`src/rtl/reg_bcd_display.sv`:
```
// rtl/reg_bcd_display.sv - 16-bit binary to 5-digit BCD (double-dabble) with seven-segment outputs
// Optional macro LEADING_ZERO_BLANK_EN blanks leading-zero digits on HEX1..HEX4.
module reg_bcd_display #(
    parameter bit SEG_ACTIVE_LOW = 1'b1
) (
    input  logic        clk_i,
    input  logic        resetn_i,
    input  logic        start_i,
    input  logic [15:0] value_i,
    output logic        busy_o,
    output logic        done_o,
    output logic [19:0] bcd_o,
    output logic [6:0]  hex0_o,
    output logic [6:0]  hex1_o,
    output logic [6:0]  hex2_o,
    output logic [6:0]  hex3_o,
    output logic [6:0]  hex4_o
);

`ifdef LEADING_ZERO_BLANK_EN
    localparam bit BLANK_EN = 1'b1;
`else
    localparam bit BLANK_EN = 1'b0;
`endif

    typedef enum logic [1:0] {IDLE, SHIFT, LOAD} state_t;

    state_t          state_q, state_d;
    logic [15:0]     sr_q, sr_d;
    logic [19:0]     scratch_q, scratch_d;
    logic [19:0]     adj;
    logic [3:0]      cnt_q, cnt_d;
    logic [19:0]     bcd_q, bcd_d;
    logic            done_q, done_d;
    logic            busy_q;
    logic [4:0][6:0] hex_q, hex_d;

    // Active-low gfedcba pattern; non-decimal codes are dark.
    function automatic logic [6:0] seg_al(input logic [3:0] d);
        case (d)
            4'd0:    seg_al = 7'b1000000;
            4'd1:    seg_al = 7'b1111001;
            4'd2:    seg_al = 7'b0100100;
            4'd3:    seg_al = 7'b0110000;
            4'd4:    seg_al = 7'b0011001;
            4'd5:    seg_al = 7'b0010010;
            4'd6:    seg_al = 7'b0000010;
            4'd7:    seg_al = 7'b1111000;
            4'd8:    seg_al = 7'b0000000;
            4'd9:    seg_al = 7'b0010000;
            default: seg_al = 7'b1111111;
        endcase
    endfunction

    // Walk from the top digit down so "this and all higher digits are zero" is a running AND.
    function automatic logic [4:0][6:0] encode(input logic [19:0] bcd);
        logic            hz;
        logic [6:0]      al;
        logic [4:0][6:0] r;
        hz = 1'b1;
        r  = '0;
        for (int n = 4; n >= 0; n--) begin
            hz = hz & (bcd[n*4 +: 4] == 4'd0);
            al = (BLANK_EN && hz && (n != 0)) ? 7'b1111111 : seg_al(bcd[n*4 +: 4]);
            r[n] = SEG_ACTIVE_LOW ? al : ~al;
        end
        return r;
    endfunction

    always_comb begin
        state_d   = state_q;
        sr_d      = sr_q;
        scratch_d = scratch_q;
        cnt_d     = cnt_q;
        bcd_d     = bcd_q;
        hex_d     = hex_q;
        done_d    = 1'b0;
        adj       = scratch_q;
        for (int i = 0; i < 5; i++) begin
            if (adj[i*4 +: 4] >= 4'd5) adj[i*4 +: 4] = adj[i*4 +: 4] + 4'd3;
        end
        case (state_q)
            IDLE: begin
                if (start_i) begin
                    sr_d      = value_i;
                    scratch_d = '0;
                    cnt_d     = '0;
                    state_d   = SHIFT;
                end
            end
            SHIFT: begin
                scratch_d = {adj[18:0], sr_q[15]};
                sr_d      = {sr_q[14:0], 1'b0};
                cnt_d     = cnt_q + 4'd1;
                if (cnt_q == 4'd15) state_d = LOAD;
            end
            LOAD: begin
                bcd_d   = scratch_q;
                hex_d   = encode(scratch_q);
                done_d  = 1'b1;
                state_d = IDLE;
            end
            default: state_d = IDLE;
        endcase
    end

    always_ff @(posedge clk_i or negedge resetn_i) begin
        if (!resetn_i) begin
            state_q   <= IDLE;
            sr_q      <= '0;
            scratch_q <= '0;
            cnt_q     <= '0;
            bcd_q     <= '0;
            done_q    <= 1'b0;
            busy_q    <= 1'b0;
            hex_q     <= encode(20'h0);
        end else begin
            state_q   <= state_d;
            sr_q      <= sr_d;
            scratch_q <= scratch_d;
            cnt_q     <= cnt_d;
            bcd_q     <= bcd_d;
            done_q    <= done_d;
            busy_q    <= (state_d != IDLE);
            hex_q     <= hex_d;
        end
    end

    assign busy_o = busy_q;
    assign done_o = done_q;
    assign bcd_o  = bcd_q;
    assign hex0_o = hex_q[0];
    assign hex1_o = hex_q[1];
    assign hex2_o = hex_q[2];
    assign hex3_o = hex_q[3];
    assign hex4_o = hex_q[4];

endmodule

```
`config.mk`:
```
export PLATFORM = sky130hd
export DESIGN_NAME = reg_bcd_display
export DESIGN_NICKNAME = d
export VERILOG_FILES = /design/src/rtl/reg_bcd_display.sv
export SDC_FILE = /design/constraint.sdc
export NUM_CORES = 1
export LEC_CHECK = 0
export CAP_MARGIN = 20
export CORE_MARGIN = 5
export CORE_UTILIZATION = 49
export DETAILED_ROUTE_END_ITERATION = 8
export PLACE_DENSITY = 0.88
export SLEW_MARGIN = 20
export SYNTH_ARGS = -nofsm -noshare
export SYNTH_HDL_FRONTEND = slang
export SYNTH_SLANG_ARGS = --single-unit
```
`constraint.sdc`:
```
create_clock -name clk_i -period 1.9 [get_ports clk_i]
set_clock_uncertainty 0.05 [all_clocks]
set_input_delay 0.57 -clock clk_i [delete_from_list [all_inputs] [get_ports clk_i]]
set_output_delay 0.57 -clock clk_i [all_outputs]
set_load 0.01 [all_outputs]
```
Word-level counts from Yosys, hierarchy flattened
Memory sizes are Yosys's and may differ from the RTL's. A register that Yosys moved wholly into a read port is not among the register bits.
Cells that the tools add are included.

storage, ports and cells
  bits in registers = 64
  ROM bits = 560
  output and inout bits = 57
  logic and storage cells = 51
  memories kept = 5

memory list
  memory            words  bits a word  rd ports  clocked after Yosys merged registers in  wr ports  line  source
  (name not given)  16     7            1         1                                        0         40    case (d)
  (name not given)  16     7            1         1                                        0         40
  (name not given)  16     7            1         1                                        0         40
  (name not given)  16     7            1         1                                        0         40
  (name not given)  16     7            1         1                                        0         40

cells by class
  add/subtract/negate cells = 6
  order comparisons = 5
  equal/unequal tests = 4
  mux-type cells = 15
  reduce and logical (&&, ||, !) cells = 9

operators with widths
  cell                                                  count
  case mux 20 bit (2 select lines)                      1
  case mux 16 bit (2 select lines)                      1
  >= comparator 4 x 3 -> 1 bit (second input constant)  5
  2-to-1 mux 20 bit                                     1
  2-to-1 mux 4 bit                                      5
  adder 4 x 2 -> 4 bit (second input constant)          4
  2-to-1 mux 16 bit                                     1
  case mux 4 bit (2 select lines)                       1
  zero test 1 bit                                       5
  adder 4 x 1 -> 4 bit (second input constant)          1
  == test 4 bit (second input constant)                 1
  2-to-1 mux 2 bit                                      2
  case mux 2 bit (2 select lines)                       1
  nonzero test 2 bit                                    2
  adder 3 x 2 -> 3 bit (second input constant)          1
  2-to-1 mux 3 bit                                      1
  == test 2 x 1 -> 1 bit (second input constant)        1
  == test 2 bit (second input constant)                 1
  zero test 2 bit                                       1
  inequality test 2 bit (second input constant)         1
  AND reduction 2 bit                                   1
  2-to-1 mux 1 bit                                      1

Logic depth before layout (Yosys ltp)
Gate-level depths: netlist of run 1.

  depth in word-level cells = 4
  gate-level depth with buffers = 6
  depth with buffers taken out = 6

Least setup slack after synthesis of run 1
OpenSTA, ideal clock, no wires.

  path type = register -> register
  from = reg scratch_q[16]
  to = reg scratch_q[18]
  library setup time = 0.082 ns
  data arrival time = 1.670 ns
  path slack = 0.098 ns
  cell stages (with the launch flop) = 7
  path buffers = 0
  clock period less this slack = 1.802 ns
  cells stage by stage = dfrtp_1 > inv_1 > ha_1 > or2b_2 > a21oi_1 > mux2_2 > o22ai_1

on the way
  longest elaborated chain between the ends = 3
  elaborated cells on any way between the ends = 4
  those cells by class = add/sub: 1; order compare: 1; mux: 2

RTL lines
  what                                                                  line  source
  from (decl)                                                           30    logic [19:0] scratch_q, scratch_d;
  from (signal assigned)                                                120   scratch_q <= scratch_d;
  >= comparator 4 x 3 -> 1 bit or adder 3 x 2 -> 3 bit (tied branches)  80    if (adj[i*4 +: 4] >= 4'd5) adj[i*4 +: 4] = adj[i*4 +: 4] + 4'd3;
  2-to-1 mux 3 bit *                                                    80
  case mux 20 bit (2 select lines) *                                    82    case (state_q)

Every way passes the cells marked *; elsewhere a longest branch is shown, timed or not.
A chain may end at the register's enable or synchronous reset.

Worst setup path after layout of run 1
  from = reg done_q, in the netlist done_o
  to = out done_o

RTL lines
  what                    line  source
  from (decl)             34    logic done_q, done_d;
  from (signal assigned)  123   done_q <= done_d;
  to (decl)               11    output logic done_o,

No word-level cell between the ends.

==> impl_metrics.ini, run 1 <==
[routing]
dr.first_iter.drc_count = 390
route.detailed.drc = 0
wl_mm = 11.4
vias = 4059
ant_nets = 0
viasPerCell = 5.58
firstDrtPassIters = 6
wire_per_inst_um = 15.7

[clock_network]
clk_pin_slew_ps = 100
htreeDepth = 3
cts_buffer_depth = 2
cts.sinks = 99
ctsHoldBuffers = 0
root_buffer = clkbuf_8
clkLatencyLatePin_ps = 370
cts_tree = yes
cts_buffers = 9

[power]
p_per_area_mw_per_mm2 = 1660
p_leak_nw = 3.22
vdd_drop_max_v = 0.000621

[synth]
synth_compound_area_share_pct = 20.8
yosys.area_share.simple_pct = 13.2
synth.most_common_cell = dfrtp_1
synth.area.mux_share_pct = 1.58
yosysUniqueCellTypes = 44
ys.flop_type = dfrtp_1
synthTopCellsByArea = dfrtp_1 (48%), ha_1 (7.2%), nand2_1 (7.1%)
synth_cells = 509
synth_top_family_by_area = compound AO/OA/AOI/OAI gates
ys_seq_elements = 99
syn_avg_cell_area_sq_um = 9.62
synthAdderAreaFrac_pct = 7.16
synth_seq_area_share_pct = 50.7
synth_top_area_cell = dfrtp_1
syn_nets = 556
synthesis.area_sq_mm = 0.00489
synthXorXnorAreaFrac_pct = 1.25
synth-edff-count = 0
yosysTopAreaCellShare_pct = 48.1
synthArstFlopShare_pct = 100
yosysWarnings = 0
synthTopCellsByCount = dfrtp_1 (94), nand2_1 (93), o21ai_0 (61)

[setup_path]
crit_fanout = 1
worstPathCellList = clkdlybuf4s50_1
cp.required_ps = 1280
ff2ff_setup_slack_ps = 70
worstSetupEndpointType = output pin
crit_family = buffers and inverters
r2r_end = scratch_q[18]
cp_num_cells = 1
crit_path_top_delay_cell = clkdlybuf4s50_1
critPathKind = flop to output pin
critical_path.startpoint = done_o
r2r_start = scratch_q[17]
cp-endpoint = done_o
reg2regPathDepth = 6
startpoint_type = flop
critPathBufInv = 1
cp.arrival_ps = 1220
slowest_delay_ps = 530

[placement]
gp_congestion = 0.853
place_area_sq_mm = 0.00587
dpl.hpwl_mm = 8.46
port-buffer-count = 75

[floorplan]
coreArea_sq_mm = 0.00977
die_x_um = 110
die_h_um = 110
std_cell_rows = 36
start_util_pct = 50.1
die_area_sq_mm = 0.0121
io_pins = 76

[sta]
setup_viol = 0
fmaxAchievable_mhz = 545
period_needed_ps = 1840
report.final.slew_viol_count = 0
slew_headroom_pct = 65.1
rsz0062_at_grt = false
hold_violations = 0
min_period_over_period_pct = 96.6
fin_hold_ws_ps = 22.1
worst_pin_slew_ps = 523
final.setup.tns_ps = 0

[global_routing]
grt_overflow = 0
grt_pass1_vias = 3919
grt_pass1_wl_mm = 18.7
grt_usage_pct = 19.8
antenna_found_initial = 0
grt_max_degree = 48

[cells_and_area]
antenna_cells = 0
nets = 638
drive_gt1_share_pct = 10.8
final_core_util_pct = 62.5
area_growth_pct = 24.7
final_cell_area_sq_mm = 0.00611

[worst_hold_path]
hp-class = input pin to async pin

[job]
max_cap_violations = 0

[run_status]
status = completed
## power breakdown
part	internal [mW]	switching [mW]
Combinational	2.26	2.59
Sequential	2.97	0.813
Clock	0.771	0.707
## metal layers
metal  GRT usage (%)  routed length (um)  vias up
met5               0                   0        -
met1            24.8                4890     1979
met3            4.46                 689       16
met2            34.0                5710      126
li1                -                   -     1938
met4            5.97                 154        0
## worst register-to-register path, delay by kind of cell, from the launching register on
| kind | cells | cell delay [ps] |
|---|---|---|
| AND/OR/NAND/NOR | 1 | 310 |
| multiplexers | 1 | 350 |
| adder cells (fa/ha/maj) | 1 | 220 |
| buffers and inverters | 1 | 160 |
| AO/OA/AOI/OAI | 2 | 280 |
| flip-flops | 1 | 390 |
## cells by family (layout without fill, tap and decap cells)
| group | Yosys count | in the layout |
|---|---|---|
| AO/OA/AOI/OAI | 164 | 164 |
| adder cells (fa/ha/maj) | 28 | 28 |
| multiplexers | 7 | 7 |
| XOR/XNOR | 7 | 7 |
| AND/OR/NAND/NOR | 150 | 150 |
| buffers and inverters | 54 | 140 |
| flip-flops | 99 | 99 |
## flip-flops by register name, summed over array words and instances (netlist names)
register and cells:
bcd_o 20, state_q 2, hex4_o 7, hex0_o 7, scratch_q 20, cnt_q 4, sr_q 16, hex1_o 7
busy_o 1, hex2_o 7, hex3_o 7, done_o 1
## layout by cell type, fill, tap and decap left out, drive strengths merged, types with 3 or more instances in the layout
cell / instances
clkbuf: 11
dfstp: 5
nor2b: 3
nor2: 23
o21a: 3
nand3: 4
ha: 28
a221o: 3
o31ai: 19
dlygate4sd2: 36
buf: 29
o311ai: 3
mux2: 6
inv: 21
o22ai: 12
dfrtp: 94
xnor2: 6
o22a: 4
nor3: 8
a22o: 3
a21oi: 30
a22oi: 15
dlymetal6s2s: 20
nand2: 93
clkdlybuf4s50: 18
o21ai: 61
nand2b: 15
## worst min-delay path by stage
stage | startpoint | to | depth (start not counted)
2_1_floorplan | resetn_i | bcd_o[0] | 0
3_3_place_gp | bcd_o[13] | bcd_o[13] | 2
3_5_place_dp | bcd_o[8] | bcd_o[8] | 2
4_1_cts | resetn_i | bcd_o[1] | 1
5_1_grt | resetn_i | bcd_o[1] | 1
6_report | resetn_i | hex0_o[5] | 1
## per-stage QoR
step | total power, mW | std cells | worst slack (ps)
after global placement | 8.52 | 713 | 107
after CTS | 10.1 | 728 | 1.39
after global routing | 10.9 | 728 | 3.04
after floorplan | 6.81 | 509 | 97.6
final | 10.1 | 728 | 64.4
after detailed placement | 8.85 | 713 | 4.31
## final cells by class
type | instances | area (sq um)
clock buffer | 11 | 141
clock inverter | 4 | 75.1
fill | 799 | 3670
inverter | 22 | 82.6
multi-input combinational | 356 | 2170
sequential | 99 | 2480
tap | 133 | 166
timing repair buffer | 103 | 988
## what timing repair did
action / in CTS / in global routing
setup endpoints to repair: 36 / 25
setup buffers: 0 / 0
gates resized for setup: 36 / 25
Note: power is estimated with default switching activity, not from simulation.
==> run 2, diff against run 1 <==
Settings changed: CELL_PAD_IN_SITES_DETAIL_PLACEMENT set to 0, CELL_PAD_IN_SITES_GLOBAL_PLACEMENT set to 1, CORE_UTILIZATION 49 to 37, CTS_CLUSTER_DIAMETER set to 150, PLACE_DENSITY 0.88 to 0.86.
==> impl_metrics.ini, run 2 (synthesis results as in run 1) <==
[run_status]
status = completed

[global_routing]
met3_usage_pct = 4.05
busiest_layer = met2
grt_pass1_vias = 3983
grt.met1_usage_pct = 19.4
grt_pass1_wl_mm = 19.4
grt_max_degree = 46
use_met2_pct = 24.7
antenna_found_initial = 0
grt_usage_pct = 14.9
grt_overflow = 0

[floorplan]
die_area_sq_mm = 0.0156
die_h_um = 125
io_pins = 76
std_cell_rows = 42
die_x_um = 125
coreArea_sq_mm = 0.0131
start_util_pct = 37.4

[setup_path]
reg2regPathDepth = 6
slowest_delay_ps = 540
ff2ff_setup_slack_ps = 90
cp_num_cells = 1
worstSetupEndpointType = output pin
worstPathCellList = clkdlybuf4s50_1
crit_fanout = 2
critPathKind = flop to output pin
r2r_end = scratch_q[18]
cp-endpoint = bcd_o[5]
critPathBufInv = 1
crit_family = buffers and inverters
critical_path.startpoint = bcd_o[5]
crit_path_top_delay_cell = clkdlybuf4s50_1
cp.arrival_ps = 1250
startpoint_type = flop
r2r_start = scratch_q[16]
cp.required_ps = 1280

[sta]
fin_hold_ws_ps = 78.2
worst_slack_ps = 32.8
min_period_over_period_pct = 98.3
hold_violations = 0
period_needed_ps = 1870
slew_headroom_pct = 67.7
fmaxAchievable_mhz = 536
setup_viol = 0
report.final.slew_viol_count = 0
worst_pin_slew_ps = 485

[worst_hold_path]
hp-class = input pin to async pin

[placement]
gp_congestion = 0.837
dpl.hpwl_mm = 8.16
dp_cells = 755
post-place-ws_ps = 16.4
port-buffer-count = 75

[power]
vdd_drop_max_v = 0.000623
p_leak_nw = 3.14
total_power_mw = 10.4
p_per_area_mw_per_mm2 = 1670

[routing]
viasPerCell = 5.09
dr.first_iter.drc_count = 276
ant_nets = 0
wl_mm = 11.3
firstDrtPassIters = 4
vias = 3925
route.detailed.drc = 0
wire_per_inst_um = 14.7

[cells_and_area]
layout_common_cells = nand2_1 (93), dfrtp_1 (93), o21ai_0 (61)
final_core_util_pct = 47.8
stdcell_count = 771
nets = 637
antenna_cells = 0
area_growth_pct = 27.7
n_fill_cell = 1236
drive_gt1_share_pct = 10.8

[clock_network]
cts_tree = yes
cts_buffers = 9
htreeDepth = 3
ctsHoldBuffers = 0
clkLatencyLatePin_ps = 350
root_buffer = clkbuf_16
cts.sinks = 99
cts_buffer_depth = 2
clk_pin_slew_ps = 70

[job]
max_cap_violations = 0
==> run 2: cell count changes in the layout (fill, tap and decap cells not counted), moves of 2 or more <==
cell / before / now
dlymetal6s2s_1: 20 / 18
clkinv_2: 0 / 2
clkbuf_16: 0 / 9
clkbuf_8: 10 / 2
dlygate4sd2_1: 36 / 17
a21oi_2: 3 / 1
buf_4: 27 / 25
bufinv_16: 2 / 0
clkdlybuf4s50_1: 18 / 39
a21oi_1: 27 / 29
==> run 2: stage by stage <==
| stage | instance area [sq um] | TNS (ps) |
|---|---|---|
| 2_1_floorplan | 4890 | 0 |
| 3_3_place_gp | 5930 | 0 |
| 3_5_place_dp | 5930 | 0 |
| 4_1_cts | 6200 | 0 |
| 5_1_grt | 6250 | -11.0 |
| 6_report | 6250 | 0 |
==> run 2: cell type report <==
class / instances / area (sq um) / share of cell area, %
multi-input cells: 356 / 2160 / 34.6
clock buffers: 11 / 253 / 4.04
repair buffers: 102 / 1010 / 16.2
well taps: 176 / 220 / 3.52
inverters: 22 / 82.6 / 1.32
clock inverters: 5 / 35.0 / 0.561
flip-flops and latches: 99 / 2480 / 39.8
==> run 2: per-layer routing <==
layer	vias up	wire length [um]
li1	1928	-
met1	1886	5180
met2	99	5490
met3	12	500
met4	0	125
met5	-	0
==> run 2: what timing repair did <==
item / 4_1_cts / 5_1_grt
setup endpoints to repair: 17 / 20
resized for setup: 17 / 22
setup buffers: 0 / 0
==> run 2: worst min-delay path by stage <==
stage | from | endpoint | slack, ps | cells after the start
final | resetn_i | hex0_o[5] | 80 | 1
after CTS | resetn_i | hex0_o[5] | 70 | 1
after global placement | bcd_o[19] | bcd_o[19] | 410 | 2
after detailed placement | bcd_o[19] | bcd_o[19] | 410 | 2
after global routing | resetn_i | hex0_o[5] | 90 | 1
after floorplan | resetn_i | bcd_o[0] | 220 | 0
==> run 2: power by group <==
group          internal, mW  switching [mW]
Clock                 0.962           0.799
Sequential             2.98           0.736
Combinational          2.38            2.59
==> run 3, diff against run 2 <==
Settings changed: CTS_CLUSTER_DIAMETER 150 to 30.
==> results of run 3 <==
Final layout, timing and power as in run 2 (identical DEF).
